## config.mk

```make
export PLATFORM = sky130hd
export DESIGN_NAME = iob_rr_merge_flat
export DESIGN_NICKNAME = d
export VERILOG_FILES = /design/src/rtl/iob_rr_merge_pkg.sv /design/src/rtl/iob_rr_merge_if.sv /design/src/rtl/rr_prio_enc.sv /design/src/rtl/iob_rr_merge.sv /design/src/flat_wrapper.sv
export SDC_FILE = /design/constraint.sdc
export NUM_CORES = 1
export LEC_CHECK = 0
export ABC_AREA = 1
export BUFFER_PORTS_ARGS = -buffer_cell sky130_fd_sc_hd__buf_4
export CORE_AREA = 3 3 118 120
export DETAILED_ROUTE_END_ITERATION = 10
export DIE_AREA = 0 0 121 123
export HOLD_SLACK_MARGIN = 0.03
export PLACE_DENSITY_LB_ADDON = 0.12
export SLEW_MARGIN = 20
export SYNTH_ARGS = -nofsm -noshare
export SYNTH_HDL_FRONTEND = slang
export SYNTH_HIERARCHICAL = 1
export SYNTH_SLANG_ARGS = --single-unit
```

## constraint.sdc

```tcl
create_clock -name clk -period 1.5 [get_ports clk]
set_input_delay 0.45 -clock clk [delete_from_list [all_inputs] [get_ports clk]]
set_output_delay 0.45 -clock clk [all_outputs]
set_load 0.02 [all_outputs]
```

## src/rtl/iob_rr_merge_pkg.sv

```systemverilog
// Shared definitions for the round-robin native-bus merger:
// FSM encodings and derived bus widths.
package iob_rr_merge_pkg;

  localparam logic [0:0] ST_IDLE = 1'b0;
  localparam logic [0:0] ST_BUSY = 1'b1;

  // Request packs {valid,addr,wdata,wstrb}; response packs {rdata,ready}.
  function automatic int req_w(int aw, int dw);
    return 1 + aw + dw + dw / 8;
  endfunction

  function automatic int resp_w(int dw);
    return dw + 1;
  endfunction

  function automatic int grant_w(int n);
    return (n > 1) ? $clog2(n) : 1;
  endfunction

endpackage

```

## src/rtl/iob_rr_merge_if.sv

```systemverilog
// Bundle of the N master request/response buses, the single slave
// bus and the idle flag of the merger.
interface iob_rr_merge_if
  import iob_rr_merge_pkg::*;
#(
  parameter int N_MASTERS = 2,
  parameter int ADDR_W    = 32,
  parameter int DATA_W    = 32
);

  localparam int REQ_W  = req_w(ADDR_W, DATA_W);
  localparam int RESP_W = resp_w(DATA_W);

  logic [N_MASTERS*REQ_W-1:0]  m_req;
  logic [N_MASTERS*RESP_W-1:0] m_resp;
  logic [REQ_W-1:0]            s_req;
  logic [RESP_W-1:0]           s_resp;
  logic                        idle;

  // Environment side: drives master requests and slave responses.
  modport master (
    output m_req,
    output s_resp,
    input  m_resp,
    input  s_req,
    input  idle
  );

  // Merger side.
  modport slave (
    input  m_req,
    input  s_resp,
    output m_resp,
    output s_req,
    output idle
  );

endinterface

```

## src/rtl/rr_prio_enc.sv

```systemverilog
// Round-robin priority encoder: first set request at or after
// rr_ptr, wrapping modulo N, via a double-width masked search.
module rr_prio_enc #(
  parameter int N       = 2,
  parameter int GRANT_W = 1
) (
  input  logic [N-1:0]       req,
  input  logic [GRANT_W-1:0] rr_ptr,
  output logic               any,
  output logic [GRANT_W-1:0] sel
);

  localparam int W2 = 2 * N;

  logic [W2-1:0] keep;
  logic [W2-1:0] dbl;
  logic          hit;

  // Lower copy drops bits below rr_ptr; upper copy supplies the wrap.
  always_comb begin
    keep = ~((W2'(1) << rr_ptr) - W2'(1));
    dbl  = {req, req} & keep;
    any  = |req;
    sel  = '0;
    hit  = 1'b0;
    for (int i = 0; i < W2; i++) begin
      if (!hit && dbl[i]) begin
        hit = 1'b1;
        sel = GRANT_W'(i % N);
      end
    end
  end

endmodule

```

## src/rtl/iob_rr_merge.sv

```systemverilog
// Round-robin N:1 native-bus merger: one transaction at a time,
// fair arbitration, idle flag for the L2 invalidate interlock.
module iob_rr_merge
  import iob_rr_merge_pkg::*;
#(
  parameter int N_MASTERS = 2,
  parameter int ADDR_W    = 32,
  parameter int DATA_W    = 32
) (
  input logic          clk,
  input logic          rst,
  iob_rr_merge_if.slave bus
);

  localparam int REQ_W   = req_w(ADDR_W, DATA_W);
  localparam int RESP_W  = resp_w(DATA_W);
  localparam int GRANT_W = grant_w(N_MASTERS);

  logic [0:0]           state;
  logic [GRANT_W-1:0]   grant;
  logic [GRANT_W-1:0]   rr_ptr;
  logic [GRANT_W-1:0]   next_ptr;
  logic [GRANT_W-1:0]   req_sel;
  logic                 req_any;
  logic                 busy;
  logic                 s_ready;
  logic [DATA_W-1:0]    s_rdata;
  logic [N_MASTERS-1:0] m_valid;
  logic [REQ_W-1:0]     req_arr [N_MASTERS];
  logic [REQ_W-1:0]     gnt_req;

  assign busy    = (state == ST_BUSY);
  assign s_ready = bus.s_resp[0];
  assign s_rdata = bus.s_resp[RESP_W-1:1];

  for (genvar i = 0; i < N_MASTERS; i++) begin : g_m
    assign req_arr[i] = bus.m_req[i*REQ_W +: REQ_W];
    assign m_valid[i] = req_arr[i][REQ_W-1];
    assign bus.m_resp[i*RESP_W +: RESP_W] =
      (busy && grant == GRANT_W'(i) && s_ready)
        ? {s_rdata, 1'b1} : '0;
  end

  rr_prio_enc #(
    .N       (N_MASTERS),
    .GRANT_W (GRANT_W)
  ) u_enc (
    .req    (m_valid),
    .rr_ptr (rr_ptr),
    .any    (req_any),
    .sel    (req_sel)
  );

  assign gnt_req  = req_arr[grant];
  assign next_ptr = (grant == GRANT_W'(N_MASTERS - 1))
                  ? '0 : grant + GRANT_W'(1);

  // Slave sees nothing while idle, so a stray request never leaks.
  assign bus.s_req = busy ? gnt_req : '0;
  assign bus.idle  = !busy;

  always_ff @(posedge clk or posedge rst) begin
    if (rst) begin
      state  <= ST_IDLE;
      grant  <= '0;
      rr_ptr <= '0;
    end else begin
      unique case (1'b1)
        (state == ST_IDLE): begin
          if (req_any) begin
            grant <= req_sel;
            state <= ST_BUSY;
          end
        end
        (state == ST_BUSY): begin
          if (s_ready) begin
            rr_ptr <= next_ptr;
            state  <= ST_IDLE;
          end
        end
        default: state <= ST_IDLE;
      endcase
    end
  end

  // A granted master must hold valid until it is answered.
  a_hold_valid: assert property (
    @(posedge clk) disable iff (rst)
    busy |-> gnt_req[REQ_W-1]
  );

endmodule
```

## src/flat_wrapper.sv

```systemverilog
// flat-port wrapper written by rule: the top's interface ports become plain ports
module iob_rr_merge_flat import iob_rr_merge_pkg::*;
#(
  parameter int N_MASTERS = 2,
  parameter int ADDR_W    = 32,
  parameter int DATA_W    = 32
)
  (clk, rst, bus_m_req, bus_s_resp, bus_m_resp, bus_s_req, bus_idle);
  iob_rr_merge_if #(.N_MASTERS(N_MASTERS), .ADDR_W(ADDR_W), .DATA_W(DATA_W)) bus_i ();
  input logic clk;
  input logic rst;
  input wire logic [$bits(bus_i.m_req)-1:0] bus_m_req;
  input wire logic [$bits(bus_i.s_resp)-1:0] bus_s_resp;
  output wire logic [$bits(bus_i.m_resp)-1:0] bus_m_resp;
  output wire logic [$bits(bus_i.s_req)-1:0] bus_s_req;
  output wire logic [$bits(bus_i.idle)-1:0] bus_idle;
  assign bus_i.m_req = bus_m_req;
  assign bus_i.s_resp = bus_s_resp;
  assign bus_m_resp = bus_i.m_resp;
  assign bus_s_req = bus_i.s_req;
  assign bus_idle = bus_i.idle;
  iob_rr_merge #(.N_MASTERS(N_MASTERS), .ADDR_W(ADDR_W), .DATA_W(DATA_W)) u_core (.clk(clk), .rst(rst), .bus(bus_i));
endmodule
```

# Word level (Yosys, flattened, before mapping)
# Cells that the tools add are included.
# totals
reg_bits	3
elab_cells	42
in_bits	173
output_inout_bits	136
# op_classes
addsub	2
n_mux	16
n_shift	1
n_reduce_logical	14
order_cmp	1
n_bitwise	5
# op_table
op	n
$mux W69	4
$mux W33	2
$mux W1	9
$logic_and A1 B1 Y1	7
$and A4 B4 Y4	1
$logic_not A1 Y1	4
$not A4 Y4	1
$reduce_and A2 Y1	2
$shl A1 B1 Y4 const A	1
$sub A4 B2 Y4 const B	1
$ge A2 B2 Y1 const B	1
$not A1 Y1	2
$not A1 Y2	1
$pmux W1 S2	1
$reduce_or A2 Y1	1
$add A1 B1 Y1 const B	1

# Logic depth before layout (Yosys ltp)
# Gate-level depths: netlist of the first run.
# depth
word_depth	14
depth_mapped	6

# Hierarchy
# Netlist of the first run, hierarchy kept.
# modules_own_cells
module	cells_each	n_inst	area_each_um2
iob_rr_merge	358	1	1755.4
rr_prio_enc	4	1	18.8

# Worst setup path after synthesis of the first run
# Ideal clock, no wire load.
# synth_timing
path_kind	reg-to-output
start	register u_core.grant
end	output port bus_m_resp[24]
required_time_ns	1.050
stages_incl_launch_ff	6
slack_ns	-0.052
arrival_time_ns	1.102
path_cell_list	dfrtp_1 buf_4 inv_4 nand3_4 buf_6 nor2_1
# synth_via
elab_chain_len	4
# synth_lines
element	line	rtl
start: declaration	iob_rr_merge.sv:20	logic [GRANT_W-1:0] grant;
start signal: assignment	iob_rr_merge.sv:71	grant <= req_sel;
$not A1 Y1	iob_rr_merge.sv:40	(busy && grant == GRANT_W'(i) && s_ready)
$logic_and A1 B1 Y1 (2 in a row)	iob_rr_merge.sv:40	
$mux W33	iob_rr_merge.sv:41	? {s_rdata, 1'b1} : '0;
end: declaration	flat_wrapper.sv:14	output wire logic [$bits(bus_i.m_resp)-1:0] bus_m_resp;
# No other way between the ends.

# Worst setup path in the final report of the first run
# layout_timing
start	register u_core.state, in the netlist u_core/busy
end	output port bus_s_req[52]
# layout_via
elab_chain_len	1
# layout_lines
element	line	rtl
start: declaration	iob_rr_merge.sv:19	logic [0:0] state;
start signal: assignment	iob_rr_merge.sv:64	state <= ST_IDLE;
start signal: assignment	iob_rr_merge.sv:72	state <= ST_BUSY;
start signal: assignment	iob_rr_merge.sv:78	state <= ST_IDLE;
$mux W69	iob_rr_merge.sv:59	assign bus.s_req = busy ? gnt_req : '0;
end: declaration	flat_wrapper.sv:15	output wire logic [$bits(bus_i.s_req)-1:0] bus_s_req;
# No other way between the ends.

==> results of run 1 <==
[through the flow]
step	hold slack [ns]	setup WS, ns	area (sq um)
3_5_place_dp	0.339	-0.166	4260
3_3_place_gp	0.333	-0.129	4260
5_1_grt	0.108	-0.388	5390
2_1_floorplan	0.204	-0.0520	1770
4_1_cts	0.103	-0.321	4660
6_report	0.104	-0.355	5390
[report_power, final]
part / leakage (nW) / switching [mW] / total (mW) / internal [mW]
clock: 0.0382 / 0.0742 / 0.425 / 0.351
combinational: 2.90 / 3.21 / 6.06 / 2.85
sequential: 0.0339 / 0.0430 / 0.162 / 0.119
total: 2.98 / 3.33 / 6.65 / 3.32
[Yosys cell counts]
cell type | n | share of area, %
nand2_1 | 75 | 16
inv_1 | 38 | 8.0
o21ai_0 | 1 | 0.28
nor2_1 | 64 | 14
buf_6 | 15 | 9.5
buf_2 | 18 | 5.1
dfrtp_1 | 3 | 4.2
or2_1 | 1 | 0.35
nand3_2 | 1 | 0.56
buf_4 | 4 | 1.7
a21oi_1 | 1 | 0.28
nand3_4 | 1 | 0.99
inv_4 | 1 | 0.35
nand3_1 | 139 | 39
[cell families (layout without fill, tap and decap cells)]
logic type / Yosys count / after routing
AND/OR/NAND/NOR: 281 / 281
flip-flops: 3 / 3
buffers and inverters: 76 / 386
AO/OA/AOI/OAI: 2 / 2
[registers in the layout, indices dropped and copies added (netlist names)]
| name | flops |
|---|---|
| u_core/busy | 1 |
| u_core/grant | 1 |
| u_core/rr_ptr | 1 |
[layout make-up]
cell class	count	area [sq um]	share of cell area, %
well taps	176	220	4.08
repair buffers	343	3220	59.7
flip-flops and latches	3	80.1	1.48
multi-input cells	283	1640	30.5
inverters	39	151	2.81
clock buffers	4	78.8	1.46
[layer usage]
metal | wire length (microns) | vias up | part of all wire, %
met2 | 7200 | 180 | 56
li1 | - | 1781 | -
met4 | 153 | 0 | 1.2
met5 | 0 | - | 0
met3 | 1170 | 11 | 9.2
met1 | 4260 | 1643 | 33
[timing repair]
action                     in CTS  in global routing
setup endpoints to repair     136                136
setup buffers                   4                  4
cloned                          1                 11
resized for setup              74                105
pin swaps                       2                  2
[critical path, stage by stage, from the launching register on]
cell and delay, ns:
dfrtp_4 0.51, buf_12 0.17, clkbuf_16 0.19, nand3_1 0.10
nand2_1 0.06, buf_4 0.15
[worst max-delay path by stage]
stage	start	to	slack, ns	cells past startpoint
after floorplan	u_core/grant$_DFFE_PP0P_	bus_m_resp[24]	-0.05	5
after global placement	bus_s_resp[0]	bus_m_resp[36]	-0.13	5
after detailed placement	bus_s_resp[0]	bus_m_resp[42]	-0.17	5
after CTS	u_core/grant$_DFFE_PP0P_	bus_s_req[22]	-0.32	6
after global routing	u_core/grant$_DFFE_PP0P_	bus_m_resp[29]	-0.39	5
final	u_core/busy$_DFF_PP0_	bus_s_req[52]	-0.35	5
==> results.sh, run 1 <==
export IMPL_status="finished with violations"
export IMPL_violations="negative setup slack"
export IMPL_finalSetupTns_ns=-41.97
export IMPL_fin_skew_ns=0.000639
export IMPL_rr_endpoint="u_core/grant$_DFFE_PP0P_"
export IMPL_postCtsHoldBufs=0
export IMPL_period_share_pct=124
export IMPL_detail_route_antenna_nets=0
export IMPL_cts_path_max_buffers=2
export IMPL_fmax_mhz=539
export IMPL_grt_util_met2_pct=26.5
export IMPL_drive_gt1_share_pct=64.1
export IMPL_regToRegStartpoint="u_core/busy$_DFF_PP0_"
export IMPL_overflow=0
export IMPL_utilization_pct=41.2
export IMPL_first_iter_violations=116
export IMPL_critPathCaptureType="output port"
export IMPL_maxCapViolCount=0
export IMPL_coreArea_sq_mm=0.0131
export IMPL_num_antenna_cells=0
export IMPL_track_usage_pct=13.2
export IMPL_critPathRequiredTime_ns=1.05
export IMPL_crit_fanout=20
export IMPL_grt_start_max_net_pins=61
export IMPL_place_congestion=0.834
export IMPL_synth_mux_area_share_pct=0
export IMPL_ir_worst_vdd_mv=0.588
export IMPL_grt_use_met1_pct=13.2
export IMPL_final_cell_mix="buf_4 (250), nand3_1 (112), buf_6 (69)"
export IMPL_worst_pin_slew_ns=0.208
export IMPL_cts_root_buf="clkbuf_16"
export IMPL_routed_wl_mm=12.8
export IMPL_row_count=42
export IMPL_finalHoldViolCount=0
export IMPL_synth_top_family_by_area="simple AND/OR/NAND/NOR gates"
export IMPL_cts_buffers=3
export IMPL_setup_viol=136
export IMPL_die_area_sq_mm=0.0149
export IMPL_yosys_cell_types_count=14
export IMPL_slew_viol_final=0
export IMPL_dr_total_vias=3615
export IMPL_syn_to_final_growth_pct=204
export IMPL_routed_via_density=4.26
export IMPL_cts_tree="yes"
export IMPL_dpl_hpwl_mm=8.87
export IMPL_num_fill_cells=1346
export IMPL_synth_cells=362
export IMPL_hp_class="primary input to async pin"
export IMPL_worstRegToRegCells=6
export IMPL_final_common_cell="buf_4"
export IMPL_ys_seq_area_share_pct=4.23
export IMPL_route_detailed_drc=0
export IMPL_start_util_pct=13.6
export IMPL_clkTransAtPathRegs_ns=0.03
export IMPL_final_nets=846
export IMPL_crit_arrival_ns=1.40
export IMPL_min_period_ns=1.85
export IMPL_syn_area_per_cell_sq_um=4.90
export IMPL_instances_no_fill=848
export IMPL_die_h_microns=123
export IMPL_synth_cell_area_sq_mm=0.00177
export IMPL_grt_pass1_wl_mm=16.0
export IMPL_powerDensity_mw_per_mm2=1230
export IMPL_synth_compound_area_share_pct=0.564
export IMPL_grtUsageMet3_pct=3.75
export IMPL_clkLatencyLatePin_ns=0.22
export IMPL_power_mw=6.65
export IMPL_critPathKind="flop to output port"
export IMPL_dp_cells=824
export IMPL_routedWlPerCell_microns=15.1
export IMPL_clock_sinks=3
export IMPL_htreeDepth=1
export IMPL_layout_setup_ws_ns=-0.355
export IMPL_synth_fa_ha_area_share_pct=0
export IMPL_grt_pass1_vias=3306
export IMPL_synth_simple_gate_area_share_pct=70.5
export IMPL_yosysWarnings=6
export IMPL_synthesis_nets=535
export IMPL_ys_ff_latch=3
export IMPL_reg2reg_slack_ns=0.27
export IMPL_port_buffer_count=308
export IMPL_rsz0062_at_grt="yes"
export IMPL_max_slew_margin_pct=86.2
export IMPL_antenna_found_initial=0
export IMPL_dr_pass1_iters=4
export IMPL_grt_busiest_layer="met2"
export IMPL_synth_xor_area_share_pct=0
export IMPL_die_w_microns=121
export IMPL_pin_count=309
export IMPL_p_leak_nw=2.98
export IMPL_critPathLaunchType="flop"
No activity file was read; power rests on OpenSTA's default activity.
==> run 2: changes to the inputs <==
==> constraint.sdc (replaced) <==
create_clock -name clk -period 1.74 [get_ports clk]
set_input_delay 0.522 -clock clk [delete_from_list [all_inputs] [get_ports clk]]
set_output_delay 0.522 -clock clk [all_outputs]
set_load 0.02 [all_outputs]
==> results.sh, run 2 (same netlist as run 1, synthesis figures left out) <==
export IMPL_status="finished with violations"
export IMPL_violations="negative setup slack"
export IMPL_crit_arrival_ns=1.39
export IMPL_critPathCaptureType="output port"
export IMPL_hp_class="primary input to async pin"
export IMPL_dr_total_vias=3633
export IMPL_finalHoldViolCount=0
export IMPL_hold_slack_ns=0.175
export IMPL_final_area_sq_mm=0.00529
export IMPL_cp_slowest_cell="dfrtp_4"
export IMPL_drive_gt1_share_pct=61.6
export IMPL_placed_area_sq_mm=0.00423
export IMPL_num_antenna_cells=0
export IMPL_cts_root_buf="clkbuf_16"
export IMPL_fmax_mhz=522
export IMPL_cts_buffers=3
export IMPL_syn_to_final_growth_pct=198
export IMPL_cts_tree="yes"
export IMPL_maxCapViolCount=0
export IMPL_dr_pass1_iters=4
export IMPL_final_cell_mix="buf_4 (238), nand3_1 (127), buf_6 (81)"
export IMPL_critPathKind="flop to output port"
export IMPL_final_nets=843
export IMPL_cts_path_max_buffers=2
export IMPL_grt_pass1_vias=3448
export IMPL_setup_viol=136
export IMPL_finalSetupTns_ns=-19.26
export IMPL_worstRegToRegCells=6
export IMPL_postCtsHoldBufs=0
export IMPL_row_count=42
export IMPL_clkLatencyLatePin_ns=0.22
export IMPL_max_slew_margin_pct=85.2
export IMPL_power_mw=5.40
export IMPL_start_util_pct=13.6
export IMPL_min_period_ns=1.91
export IMPL_port_buffer_count=308
export IMPL_routed_wl_mm=12.5
export IMPL_dpl_hpwl_mm=8.75
export IMPL_critPathRequiredTime_ns=1.22
export IMPL_track_usage_pct=13.5
export IMPL_routedWlPerCell_microns=14.8
export IMPL_pin_count=309
export IMPL_fin_skew_ns=0.000492
export IMPL_coreArea_sq_mm=0.0131
export IMPL_clkTransAtPathRegs_ns=0.03
export IMPL_p_leak_nw=2.91
export IMPL_worstPathCellList="buf_6 > nand3_4 > buf_12 > nor2_1 > buf_4"
export IMPL_period_share_pct=110
export IMPL_htreeDepth=1
export IMPL_overflow=0
export IMPL_detail_route_antenna_nets=0
export IMPL_first_iter_violations=106
export IMPL_die_w_microns=121
export IMPL_layout_setup_ws_ns=-0.174
export IMPL_die_area_sq_mm=0.0149
export IMPL_place_congestion=0.825
export IMPL_worst_pin_slew_ns=0.222
export IMPL_cpPeakStageDelay_ns=0.51
export IMPL_critPathLaunchType="flop"
export IMPL_crit_fanout=13
export IMPL_powerDensity_mw_per_mm2=1020
export IMPL_ir_worst_vdd_mv=0.450
export IMPL_routed_via_density=4.30
export IMPL_grt_start_max_net_pins=61
export IMPL_grt_pass1_wl_mm=16.5
export IMPL_route_detailed_drc=0
export IMPL_die_h_microns=123
export IMPL_slew_viol_final=0
export IMPL_antenna_found_initial=0
export IMPL_final_common_cell="buf_4"
export IMPL_rsz0062_at_grt="yes"
export IMPL_clock_sinks=3
export IMPL_num_fill_cells=1343
run 2: changes by cell type in the layout (fill, tap and decap cells not counted), moves of 2 or more:
cell	change
clkbuf_16	-4
nor2_1	-5
buf_8	+2
nor2_2	-4
nor2_4	+9
nand3_2	-15
nand2_1	+8
buf_16	-4
buf_4	-12
buf_12	+3
buf_6	+12
nand2_2	-8
inv_1	-2
nand3_1	+15
run 2: final cells by class:
type                       count  area (sq um)  share of cell area (%)
timing repair buffer         340          3140                    59.5
inverter                      39           156                    2.96
sequential                     3          80.1                    1.51
tap                          176           220                    4.17
multi-input combinational    283          1610                    30.4
clock buffer                   4          78.8                    1.49
run 2: worst max-delay path: cells and delay by family, from the launching register on:
kind | cells | cell delay, ns
simple gates | 2 | 0.18
flops | 1 | 0.51
buf+inv | 3 | 0.46
run 2: per-stage QoR:
step | util (%) | instances | worst slack [ns]
2_1_floorplan | - | 362 | 0.116
3_3_place_gp | 32.3 | 822 | -0.0315
3_5_place_dp | 32.3 | 822 | -0.0699
4_1_cts | 35.6 | 831 | -0.151
5_1_grt | 40.4 | 845 | -0.229
6_report | 40.4 | 845 | -0.174
run 2: what timing repair did:
| action | in CTS | in global routing |
|---|---|---|
| endpoints found under the setup margin | 136 | 136 |
| resized for setup | 82 | 107 |
| setup buffers | 4 | 6 |
| gates cloned | 1 | 8 |
| pin swaps | 2 | 1 |
run 2: power breakdown:
part	internal, mW	switching [mW]
Sequential	0.103	0.0378
Combinational	2.24	2.66
Clock	0.302	0.0622
run 2: path summary, 6_finish.rpt:
| path | slack, ns | end | startpoint |
|---|---|---|---|
| worst max-delay path | -0.17 | bus_m_resp[8] | u_core/busy$_DFF_PP0_ |
| worst min-delay path | 0.18 | u_core/rr_ptr$_DFFE_PP0P_ | rst |
| worst max register to register | 0.53 | u_core/grant$_DFFE_PP0P_ | u_core/busy$_DFF_PP0_ |
| worst min register to register | 0.47 | u_core/rr_ptr$_DFFE_PP0P_ | u_core/rr_ptr$_DFFE_PP0P_ |
| max in group asynchronous | 1.41 | u_core/busy$_DFF_PP0_ | rst |
| min in group clk | 0.47 | u_core/rr_ptr$_DFFE_PP0P_ | u_core/rr_ptr$_DFFE_PP0P_ |
run 2: layer usage:
metal  track usage [%]  up-vias  wire length, microns
met5                 0        -                     0
li1                  -     1774                     -
met4              3.40        0                   162
met3              3.52       12                  1180
met2              27.0      182                  7080
met1              13.9     1665                  4090
==> run 3: changes to the inputs <==
--- a/config.mk
+++ b/config.mk
@@ -11,7 +11,7 @@
 export DETAILED_ROUTE_END_ITERATION = 10
 export DIE_AREA = 0 0 121 123
 export HOLD_SLACK_MARGIN = 0.03
-export PLACE_DENSITY_LB_ADDON = 0.12
+export PLACE_DENSITY_LB_ADDON = 0.3
 export SLEW_MARGIN = 20
 export SYNTH_ARGS = -nofsm -noshare
 export SYNTH_HDL_FRONTEND = slang
==> results.sh, run 3 (same netlist as run 1, synthesis figures left out) <==
export IMPL_dr_pass1_iters=4
export IMPL_path_delay_family="flip-flops"
export IMPL_fin_skew_ns=0.00131
export IMPL_period_share_pct=109
export IMPL_ir_worst_vdd_mv=0.560
export IMPL_clkPwrFrac_pct=7.1
export IMPL_min_period_ns=1.90
export IMPL_critPathLaunchType="flop"
export IMPL_track_usage_pct=12.3
export IMPL_htreeDepth=1
export IMPL_place_congestion=0.739
export IMPL_grt_start_max_net_pins=45
export IMPL_grt_pass1_vias=3036
export IMPL_final_nets=837
export IMPL_overflow=0
export IMPL_routedWlPerCell_microns=13.7
export IMPL_cellInternalPower_mw=2.51
export IMPL_netSwitchingFraction_pct=51.6
export IMPL_detail_route_antenna_nets=0
export IMPL_critPathCaptureType="output port"
export IMPL_num_antenna_cells=0
export IMPL_instances_no_fill=839
export IMPL_final_cell_mix="buf_4 (269), nand3_1 (112), nand2_1 (64)"
export IMPL_postCtsHoldBufs=0
export IMPL_max_slew_margin_pct=84.6
export IMPL_powerDensity_mw_per_mm2=1050
export IMPL_hp_class="primary input to async pin"
export IMPL_first_iter_violations=119
export IMPL_critPathRequiredTime_ns=1.22
export IMPL_pin_count=309
export IMPL_cpMostUsedCell="buf_12"
export IMPL_final_common_cell="buf_4"
export IMPL_clkTransAtPathRegs_ns=0.03
export IMPL_dp_cells=826
export IMPL_syn_to_final_growth_pct=177
export IMPL_rsz0062_at_grt="yes"
export IMPL_routed_via_density=4.18
export IMPL_start_util_pct=13.6
export IMPL_route_detailed_drc=0
export IMPL_utilization_pct=37.6
export IMPL_cp_slowest_cell="dfrtp_4"
export IMPL_clkLatencyLatePin_ns=0.22
export IMPL_p_comb_share_pct=90.3
export IMPL_critPathBufInv=3
export IMPL_crit_fanout=28
export IMPL_critPathKind="flop to output port"
export IMPL_p_sw_mw=2.68
export IMPL_drive_gt1_share_pct=58.8
export IMPL_worst_pin_slew_ns=0.231
export IMPL_cts_path_max_buffers=2
export IMPL_dpl_hpwl_mm=8.28
export IMPL_clock_sinks=3
export IMPL_grt_pass1_wl_mm=15.1
export IMPL_die_area_sq_mm=0.0149
export IMPL_layout_setup_ws_ns=-0.160
export IMPL_routed_wl_mm=11.5
export IMPL_slew_viol_final=0
export IMPL_worstPathCellList="buf_12 > buf_12 > nand3_1 > nand2_1 > buf_4"
export IMPL_fmax_mhz=526
export IMPL_setup_viol=134
export IMPL_violations="negative setup slack"
export IMPL_coreArea_sq_mm=0.0131
export IMPL_cpPeakStageDelay_ns=0.49
export IMPL_maxCapViolCount=0
export IMPL_cts_root_buf="clkbuf_16"
export IMPL_status="finished with violations"
export IMPL_p_leak_nw=2.85
export IMPL_cts_buffers=3
export IMPL_dr_total_vias=3508
export IMPL_crit_arrival_ns=1.38
export IMPL_port_buffer_count=308
export IMPL_row_count=42
export IMPL_finalHoldViolCount=0
export IMPL_die_w_microns=121
export IMPL_cts_tree="yes"
export IMPL_antenna_found_initial=0
export IMPL_seq_power_share_pct=2.6
export IMPL_die_h_microns=123
run 3: layer usage:
layer / wire length (microns) / up-vias / share of wire (%) / GRT usage [%]
li1: - / 1762 / - / -
met1: 4170 / 1551 / 36 / 14.2
met2: 6060 / 189 / 53 / 23.7
met3: 1160 / 6 / 10 / 2.97
met4: 74 / 0 / 0.65 / 1.35
met5: 0 / - / 0 / 0
run 3: final cells by class:
type | instances | area, sq um
clock buffer | 4 | 78.8
fill | 1373 | 8160
inverter | 39 | 151
multi-input combinational | 283 | 1470
sequential | 3 | 80.1
tap | 176 | 220
timing repair buffer | 334 | 2920
run 3: stage by stage:
step	area, sq um	power [mW]	setup WS [ns]	setup TNS (ns)	hold WS, ns
floorplan	1770	2.43	0.116	0	0.276
global placement	4250	4.12	0.0336	0	0.402
detailed placement	4250	4.11	0.0312	0	0.403
CTS	4630	4.98	-0.150	-14.60	0.168
global route	4920	5.51	-0.190	-20.05	0.182
finish	4920	5.19	-0.160	-14.00	0.169
run 3: final timing paths:
kind / slack, ns / cells past startpoint / from / endpoint
setup / recovery: -0.16 / 5 / u_core/busy$_DFF_PP0_ / bus_s_req[10]
hold / removal: 0.17 / 2 / rst / u_core/grant$_DFFE_PP0P_
setup reg to reg: 0.61 / 6 / u_core/busy$_DFF_PP0_ / u_core/grant$_DFFE_PP0P_
hold reg to reg: 0.47 / 2 / u_core/rr_ptr$_DFFE_PP0P_ / u_core/rr_ptr$_DFFE_PP0P_
max in group asynchronous: 1.42 / 2 / rst / u_core/busy$_DFF_PP0_
min in group clk: 0.47 / 2 / u_core/rr_ptr$_DFFE_PP0P_ / u_core/rr_ptr$_DFFE_PP0P_
run 3: what timing repair did:
item	CTS	global route
pin swaps	0	3
gates resized for setup	56	55
cloned	2	3
endpoints found under the setup margin	134	136
setup buffers	4	0
run 3: power groups by stage:
stage | combinational (mW) | clock, mW | sequential [mW]
6_report | 4.68 | 0.368 | 0.136
5_1_grt | 4.98 | 0.391 | 0.139
4_1_cts | 4.46 | 0.382 | 0.137
3_5_place_dp | 3.95 | 0 | 0.164
3_3_place_gp | 3.96 | 0 | 0.166
2_1_floorplan | 2.33 | 0 | 0.104
